[src/rtl/printf_arb_pkg.sv]
// printf_arb_pkg: shared defaults for the printf arbiter slice.
//   NREQ_DEF  - default number of requesters
//   DW_DEF    - default payload width in bits
//   SRC_W_DEF - source-index width for the default requester count
package printf_arb_pkg;

  localparam int unsigned NREQ_DEF  = 4;
  localparam int unsigned DW_DEF    = 128;
  localparam int unsigned SRC_W_DEF = $clog2(NREQ_DEF);

endpackage

[src/rtl/printf_arb_slot.sv]
// printf_arb_slot: single-entry holding slot for one requester.
// Ports:
//   CLK, nRST  - clock, synchronous active-low reset
//   enq_ena    - enqueue strobe (ignored while full)
//   enq_data   - payload to capture
//   gnt        - slot won arbitration; empties at the next edge
//   full       - slot holds a valid entry
//   data       - held payload
module printf_arb_slot
  import printf_arb_pkg::*;
#(
  parameter int unsigned DW = DW_DEF
) (
  input  logic          CLK,
  input  logic          nRST,
  input  logic          enq_ena,
  input  logic [DW-1:0] enq_data,
  input  logic          gnt,
  output logic          full,
  output logic [DW-1:0] data
);

  logic          full_q, full_d;
  logic [DW-1:0] data_q, data_d;

  // A full slot is never enqueued, so load and grant are mutually exclusive.
  always_comb begin
    full_d = full_q;
    data_d = data_q;
    if (enq_ena && !full_q) begin
      full_d = 1'b1;
      data_d = enq_data;
    end else if (gnt) begin
      full_d = 1'b0;
    end
  end

  always_ff @(posedge CLK) begin
    if (!nRST) begin
      full_q <= 1'b0;
      data_q <= '0;
    end else begin
      full_q <= full_d;
      data_q <= data_d;
    end
  end

  assign full = full_q;
  assign data = data_q;

endmodule

[src/rtl/printf_arb.sv]
// printf_arb: N-to-1 arbiter, one single-entry slot per requester feeding
// one registered output entry.
// Build option: PRINTF_ARB_RR_EN defined selects round-robin arbitration,
// otherwise fixed priority (lowest full index wins, no pointer register).
// Ports:
//   CLK, nRST       - clock, synchronous active-low reset
//   req_enq__ENA    - per-requester enqueue strobes
//   req_enq_v       - payloads, requester i at [i*DW +: DW]
//   req_enq__RDY    - per-requester ready (slot empty)
//   out_deq__ENA    - consumer dequeue strobe
//   out_deq__RDY    - output entry valid
//   out_first       - output payload
//   out_first__RDY  - same as out_deq__RDY
//   out_src         - requester index of the output entry
module printf_arb
  import printf_arb_pkg::*;
#(
  parameter int unsigned NREQ = NREQ_DEF,
  parameter int unsigned DW   = DW_DEF
) (
  input  logic                     CLK,
  input  logic                     nRST,
  input  logic [NREQ-1:0]          req_enq__ENA,
  input  logic [NREQ*DW-1:0]       req_enq_v,
  output logic [NREQ-1:0]          req_enq__RDY,
  input  logic                     out_deq__ENA,
  output logic                     out_deq__RDY,
  output logic [DW-1:0]            out_first,
  output logic                     out_first__RDY,
  output logic [$clog2(NREQ)-1:0]  out_src
);

  localparam int unsigned SRC_W = $clog2(NREQ);

  logic [NREQ-1:0]  slot_full;
  logic [DW-1:0]    slot_data [NREQ];
  logic [NREQ-1:0]  slot_gnt;

  logic             load;
  logic             gnt_vld;
  logic [SRC_W-1:0] gnt_idx;

  logic             out_full_q, out_full_d;
  logic [DW-1:0]    out_data_q, out_data_d;
  logic [SRC_W-1:0] out_src_q,  out_src_d;

`ifdef PRINTF_ARB_RR_EN
  logic [SRC_W-1:0] last_q, last_d;
`endif

  // Per-requester slots.
  for (genvar i = 0; i < NREQ; i++) begin : g_slot
    printf_arb_slot #(.DW(DW)) u_slot (
      .CLK      (CLK),
      .nRST     (nRST),
      .enq_ena  (req_enq__ENA[i]),
      .enq_data (req_enq_v[i*DW +: DW]),
      .gnt      (slot_gnt[i]),
      .full     (slot_full[i]),
      .data     (slot_data[i])
    );
  end

  // Output accepts a new entry when empty or being dequeued this cycle.
  assign load = !out_full_q || out_deq__ENA;

  // Grant selection depends only on slot occupancy and the pointer.
  always_comb begin
`ifdef PRINTF_ARB_RR_EN
    int unsigned      idx;
    logic [SRC_W-1:0] cand;
`endif
    gnt_vld = 1'b0;
    gnt_idx = '0;
`ifdef PRINTF_ARB_RR_EN
    idx  = 0;
    cand = '0;
    for (int unsigned k = 0; k < NREQ; k++) begin
      // Search begins just after the last winner, wrapping modulo NREQ.
      idx = 32'(last_q) + 32'd1 + k;
      if (idx >= NREQ) idx = idx - NREQ;
      cand = SRC_W'(idx);
      if (!gnt_vld && slot_full[cand]) begin
        gnt_vld = 1'b1;
        gnt_idx = cand;
      end
    end
`else
    for (int unsigned k = 0; k < NREQ; k++) begin
      if (!gnt_vld && slot_full[SRC_W'(k)]) begin
        gnt_vld = 1'b1;
        gnt_idx = SRC_W'(k);
      end
    end
`endif
  end

  // One-hot clear for the slot that moves into the output register.
  always_comb begin
    slot_gnt = '0;
    if (load && gnt_vld) slot_gnt[gnt_idx] = 1'b1;
  end

  // Output register next state; an empty search on a load empties the output.
  always_comb begin
    out_full_d = out_full_q;
    out_data_d = out_data_q;
    out_src_d  = out_src_q;
`ifdef PRINTF_ARB_RR_EN
    last_d     = last_q;
`endif
    if (load) begin
      out_full_d = gnt_vld;
      if (gnt_vld) begin
        out_data_d = slot_data[gnt_idx];
        out_src_d  = gnt_idx;
`ifdef PRINTF_ARB_RR_EN
        last_d     = gnt_idx;
`endif
      end
    end
  end

  always_ff @(posedge CLK) begin
    if (!nRST) begin
      out_full_q <= 1'b0;
      out_data_q <= '0;
      out_src_q  <= '0;
`ifdef PRINTF_ARB_RR_EN
      last_q     <= SRC_W'(NREQ - 1);
`endif
    end else begin
      out_full_q <= out_full_d;
      out_data_q <= out_data_d;
      out_src_q  <= out_src_d;
`ifdef PRINTF_ARB_RR_EN
      last_q     <= last_d;
`endif
    end
  end

  assign req_enq__RDY   = ~slot_full;
  assign out_deq__RDY   = out_full_q;
  assign out_first__RDY = out_full_q;
  assign out_first      = out_data_q;
  assign out_src        = out_src_q;

endmodule

[config.mk]
export PLATFORM = sky130hd
export DESIGN_NAME = printf_arb
export DESIGN_NICKNAME = d
export VERILOG_FILES = /design/src/rtl/printf_arb_pkg.sv /design/src/rtl/printf_arb_slot.sv /design/src/rtl/printf_arb.sv
export SDC_FILE = /design/constraint.sdc
export NUM_CORES = 2
export LEC_CHECK = 0
export ABC_AREA = 1
export CAP_MARGIN = 15
export CORE_AREA = 2 2 259 261
export CTS_BUF_LIST = sky130_fd_sc_hd__clkbuf_8
export DETAILED_ROUTE_END_ITERATION = 6
export DIE_AREA = 0 0 261 263
export PLACE_DENSITY = 0.77
export SLEW_MARGIN = 20
export SYNTH_ARGS = -nofsm -noshare
export SYNTH_HDL_FRONTEND = slang
export SYNTH_SLANG_ARGS = --single-unit
[constraint.sdc]
create_clock -name CLK -period 1.7 [get_ports CLK]
set_input_delay 0.17 -clock CLK [delete_from_list [all_inputs] [get_ports CLK]]
set_output_delay 0.17 -clock CLK [all_outputs]
set_load 0.02 [all_outputs]
==> run summary <==
- TritonCTS Sinks: 647
- cell type contributing the most total cell area after synthesis: sky130_fd_sc_hd__dfxtp_1
- Die Y-Extent: 263 um
- synthesized area: 26180 um2
- Hold Crit Endpoint: g_slot[2].u_slot.data[80]
- final slew viol count: 0
- startpoint of the lowest-slack hold path: req_enq_v[336]
- largest family of logic cells by synthesized area: simple AND/OR/NAND/NOR gates
- clock root buffer: sky130_fd_sc_hd__clkbuf_8
- Syn Nets: 4313
- number of antenna violations at the first check in global routing: 27
- met2 capacity usage during global routing: 48.36%
- outcome: complete, no violations
- growth of design area from synthesis to finish: 47.33%
- multiplexer area fraction after synthesis: 0%
- # port buffers: 654
- fraction of met1 tracks used by global routing: 36.55%
- number of distinct library cells after synthesis: 19
- buffering stage count on the worst path with inverters included: 4
- number of warnings printed during yosys synthesis: 0
- core area: 65630 um2
- adder-cell share of the synthesized area: 0%
- arrival time of data at the critical path endpoint: 2230 ps
- total via count after detailed routing: 28963
- Routed Wire Length: 107400 um
- Max Fclk: 608.6 MHz
- post-synthesis compound-gate area fraction: 13.08%
- reported max-cap violation count: 0
- family with the most delay on the worst path: simple AND/OR/NAND/NOR gates
- Synth Area in Simple Gates: 30.69%
- XOR/XNOR Fraction of Synth Area: 0%
- overall die width: 261 um
- proportion of layout cells with a drive suffix above 1: 8.192%
- Worst-Skew Late Latency: 720 ps
- leading cell type in the layout, fill and taps excluded: sky130_fd_sc_hd__nor2_1
- count of unresolved DRC violations after routing: 0
- DRC violation total after the first TritonRoute iteration: 2520
- CP Launch Type: flop
- largest fanout on the critical path: 10
- largest net degree at the start of global routing: 120
- largest stage delay on the critical path: 370 ps
- Setup violations, final: 0
- Routability Congestion: 0.9162
- Power per Cell Area: 1085 nW/um2
- maximum VDD drop: 0.8145 mV
- commonest cells after routing, fill and taps aside: sky130_fd_sc_hd__nor2_1, sky130_fd_sc_hd__dfxtp_1, sky130_fd_sc_hd__nand2_1
- met3 Resource Use GR: 7.298%
- Register-to-Register Setup Slack: 60 ps
- TritonCTS buffer count: 109
- part of the cycle the worst path needs: 96.66%
- sequential fraction of the synthesis area: 49.47%
- largest clock skew in the final design: 42.57 ps
- mean area per synthesized cell: 6.901 um2
- pin slew with the least headroom to its limit: 564.7 ps
- number of buffers on the longest clock path: 3
- Worst Setup Path Type: flop to flop
- Post-Synthesis Cells: 3794
- worst slew margin relative to its limit: 62.35%
- number of core rows: 94
- top cell type's share of synthesized area: 49.47%
- CTS tree: done
- clock transition at the register clock pins on the worst setup and hold paths after CTS: 60 ps
- top area cells in the synthesized netlist: sky130_fd_sc_hd__dfxtp_1, sky130_fd_sc_hd__nor2_1, sky130_fd_sc_hd__o21ai_0, sky130_fd_sc_hd__nand2_1, sky130_fd_sc_hd__nand3_1
- GRT Overall Usage: 29.68%
- count of state elements after synthesis: 647
- startpoint of the worst-slack reg-to-reg timing path: g_slot[1].u_slot.full
- fin cells: 5551
- Placed Instances: 5171
- static leakage: 17.70 nW
- per-cell via count in the routed design: 5.218
- effective utilization at floorplan: 39.89%
- number of hold violations in the final report: 0
- Crit Reg-Reg Endpoint: out_first[122]
- level count of the clock H-tree: 3
- router iterations before antenna repair: 6
- number of ports placed on the die boundary: 655
- highest-delay cell along the critical path: sky130_fd_sc_hd__dfxtp_4
- Most Used Layer, Global Route: met2
- global-route wire length before repair: 159400 um
- Crit path required time: 2290 ps
- shortest period the worst path allows: 1643 ps
- Post-DRT Antenna Nets: 0
- Hold Path Depth: 3
- sequence of cells on the critical path: nor2_4 -> buf_6 -> o21ai_4 -> nand2_4 -> nor2_4 -> buf_4 -> clkbuf_16 -> nand2_1 -> nand3_1 -> nand2_1 -> inv_1
- endpoint type of the worst setup path: flop
- TNS Setup: 0 ps
- number of global-route vias before repair: 28254
- FF-to-FF path depth: 11
- unrepaired setup endpoints after global routing: yes
- die area: 68640 um2
- sum of overflow across all layers after global routing: 0
- Fill cells: 5837
- Net count, final: 5094
- min-delay worst type: input pin to flop
- detailed-route wire length per cell: 19.35 um
- post-detail-place hpwl: 69930 um
## worst min-delay path, delay by kind of cell
family,cells,cell delay (ps)
buf+inv,1,400
simple gates,2,150
## report_power, final
part / internal (mW) / switching [mW] / total (mW)
registers: 16.7 / 0.766 / 17.5
logic: 4.01 / 5.51 / 9.52
clock network: 8.26 / 6.61 / 14.9
total: 29.0 / 12.9 / 41.8
## layout make-up
cell class              instances  area [um2]  area share [%]
diodes                         24       60.06          0.1557
clock buffers                 139        1913           4.960
clock inverters                60       434.2           1.126
inverters                     155       626.9           1.625
multi-input cells            2705       11570           30.00
flip-flops and latches        647       12960           33.61
well taps                     864        1081           2.803
repair buffers                955        9902           25.67
repair inverters                2       17.52         0.04541
## logic make-up (layout without fill, tap and decap cells)
logic type	count (synthesis)	count (layout)
AOI/OAI and AO/OA	683	683
other	0	24
and+or+nand+nor	2022	2022
buffers and inverters	442	1311
DFF	647	647
## worst max-delay path by stage
stage          slack, ps             end             startpoint  depth (start not counted)
2_1_floorplan        220   out_first[86]  g_slot[0].u_slot.full                         11
3_3_place_gp        -180  out_first[104]           out_deq__ENA                          9
3_5_place_dp        -210  out_first[104]           out_deq__ENA                          9
4_1_cts              0.5   out_first[59]          out_first[59]                          1
5_1_grt              -60  out_first[126]  g_slot[1].u_slot.full                          9
6_report              60  out_first[122]  g_slot[1].u_slot.full                         11
## synth_stat cells
| cell type | n |
|---|---|
| sky130_fd_sc_hd__buf_1 | 14 |
| sky130_fd_sc_hd__buf_4 | 1 |
| sky130_fd_sc_hd__a21oi_1 | 131 |
| sky130_fd_sc_hd__nand4_1 | 36 |
| sky130_fd_sc_hd__inv_2 | 7 |
| sky130_fd_sc_hd__inv_1 | 147 |
| sky130_fd_sc_hd__clkinv_1 | 1 |
| sky130_fd_sc_hd__o22ai_1 | 4 |
| sky130_fd_sc_hd__o21ai_1 | 4 |
| sky130_fd_sc_hd__nor2_1 | 1142 |
| sky130_fd_sc_hd__nand2_2 | 2 |
| sky130_fd_sc_hd__buf_2 | 75 |
| sky130_fd_sc_hd__o21ai_0 | 544 |
| sky130_fd_sc_hd__nand2_1 | 578 |
| sky130_fd_sc_hd__clkbuf_1 | 195 |
| sky130_fd_sc_hd__nor2_4 | 3 |
| sky130_fd_sc_hd__dfxtp_1 | 647 |
| sky130_fd_sc_hd__nand3_1 | 261 |
| sky130_fd_sc_hd__buf_6 | 2 |
## registers in the layout, indices dropped and copies added, names as in the netlist
register / count
g_slot.u_slot.data: 512
g_slot.u_slot.full: 4
out_deq__RDY: 1
out_src: 2
out_first: 128
## through the flow
stage	hold WS (ps)	util (%)	area, um2	setup WS, ps	power (mW)
finish	47.55	58.78	38570	56.80	41.84
global route	23.34	58.77	38570	-57.63	43.63
CTS	0.1671	58.09	38120	0.4564	41.51
detailed placement	441.0	52.50	34450	-211.6	26.65
global placement	439.7	52.50	34450	-180.2	26.51
floorplan	304.9	-	26180	216.6	22.02
## timing repair
item,in CTS,in global routing
hold buffers,138,0
resized for setup,174,43
endpoints found under the hold margin,178,0
setup endpoints to repair,158,73
gates cloned,1,8
setup buffers,2,8
pin swaps,1,2
## routing by layer
layer / wire [um] / vias to the layer above
li1: - / 13714
met1: 42620 / 13428
met2: 49670 / 1529
met3: 10750 / 284
met4: 4338 / 8
met5: 48 / -
Note: power is estimated with default switching activity, not from simulation.
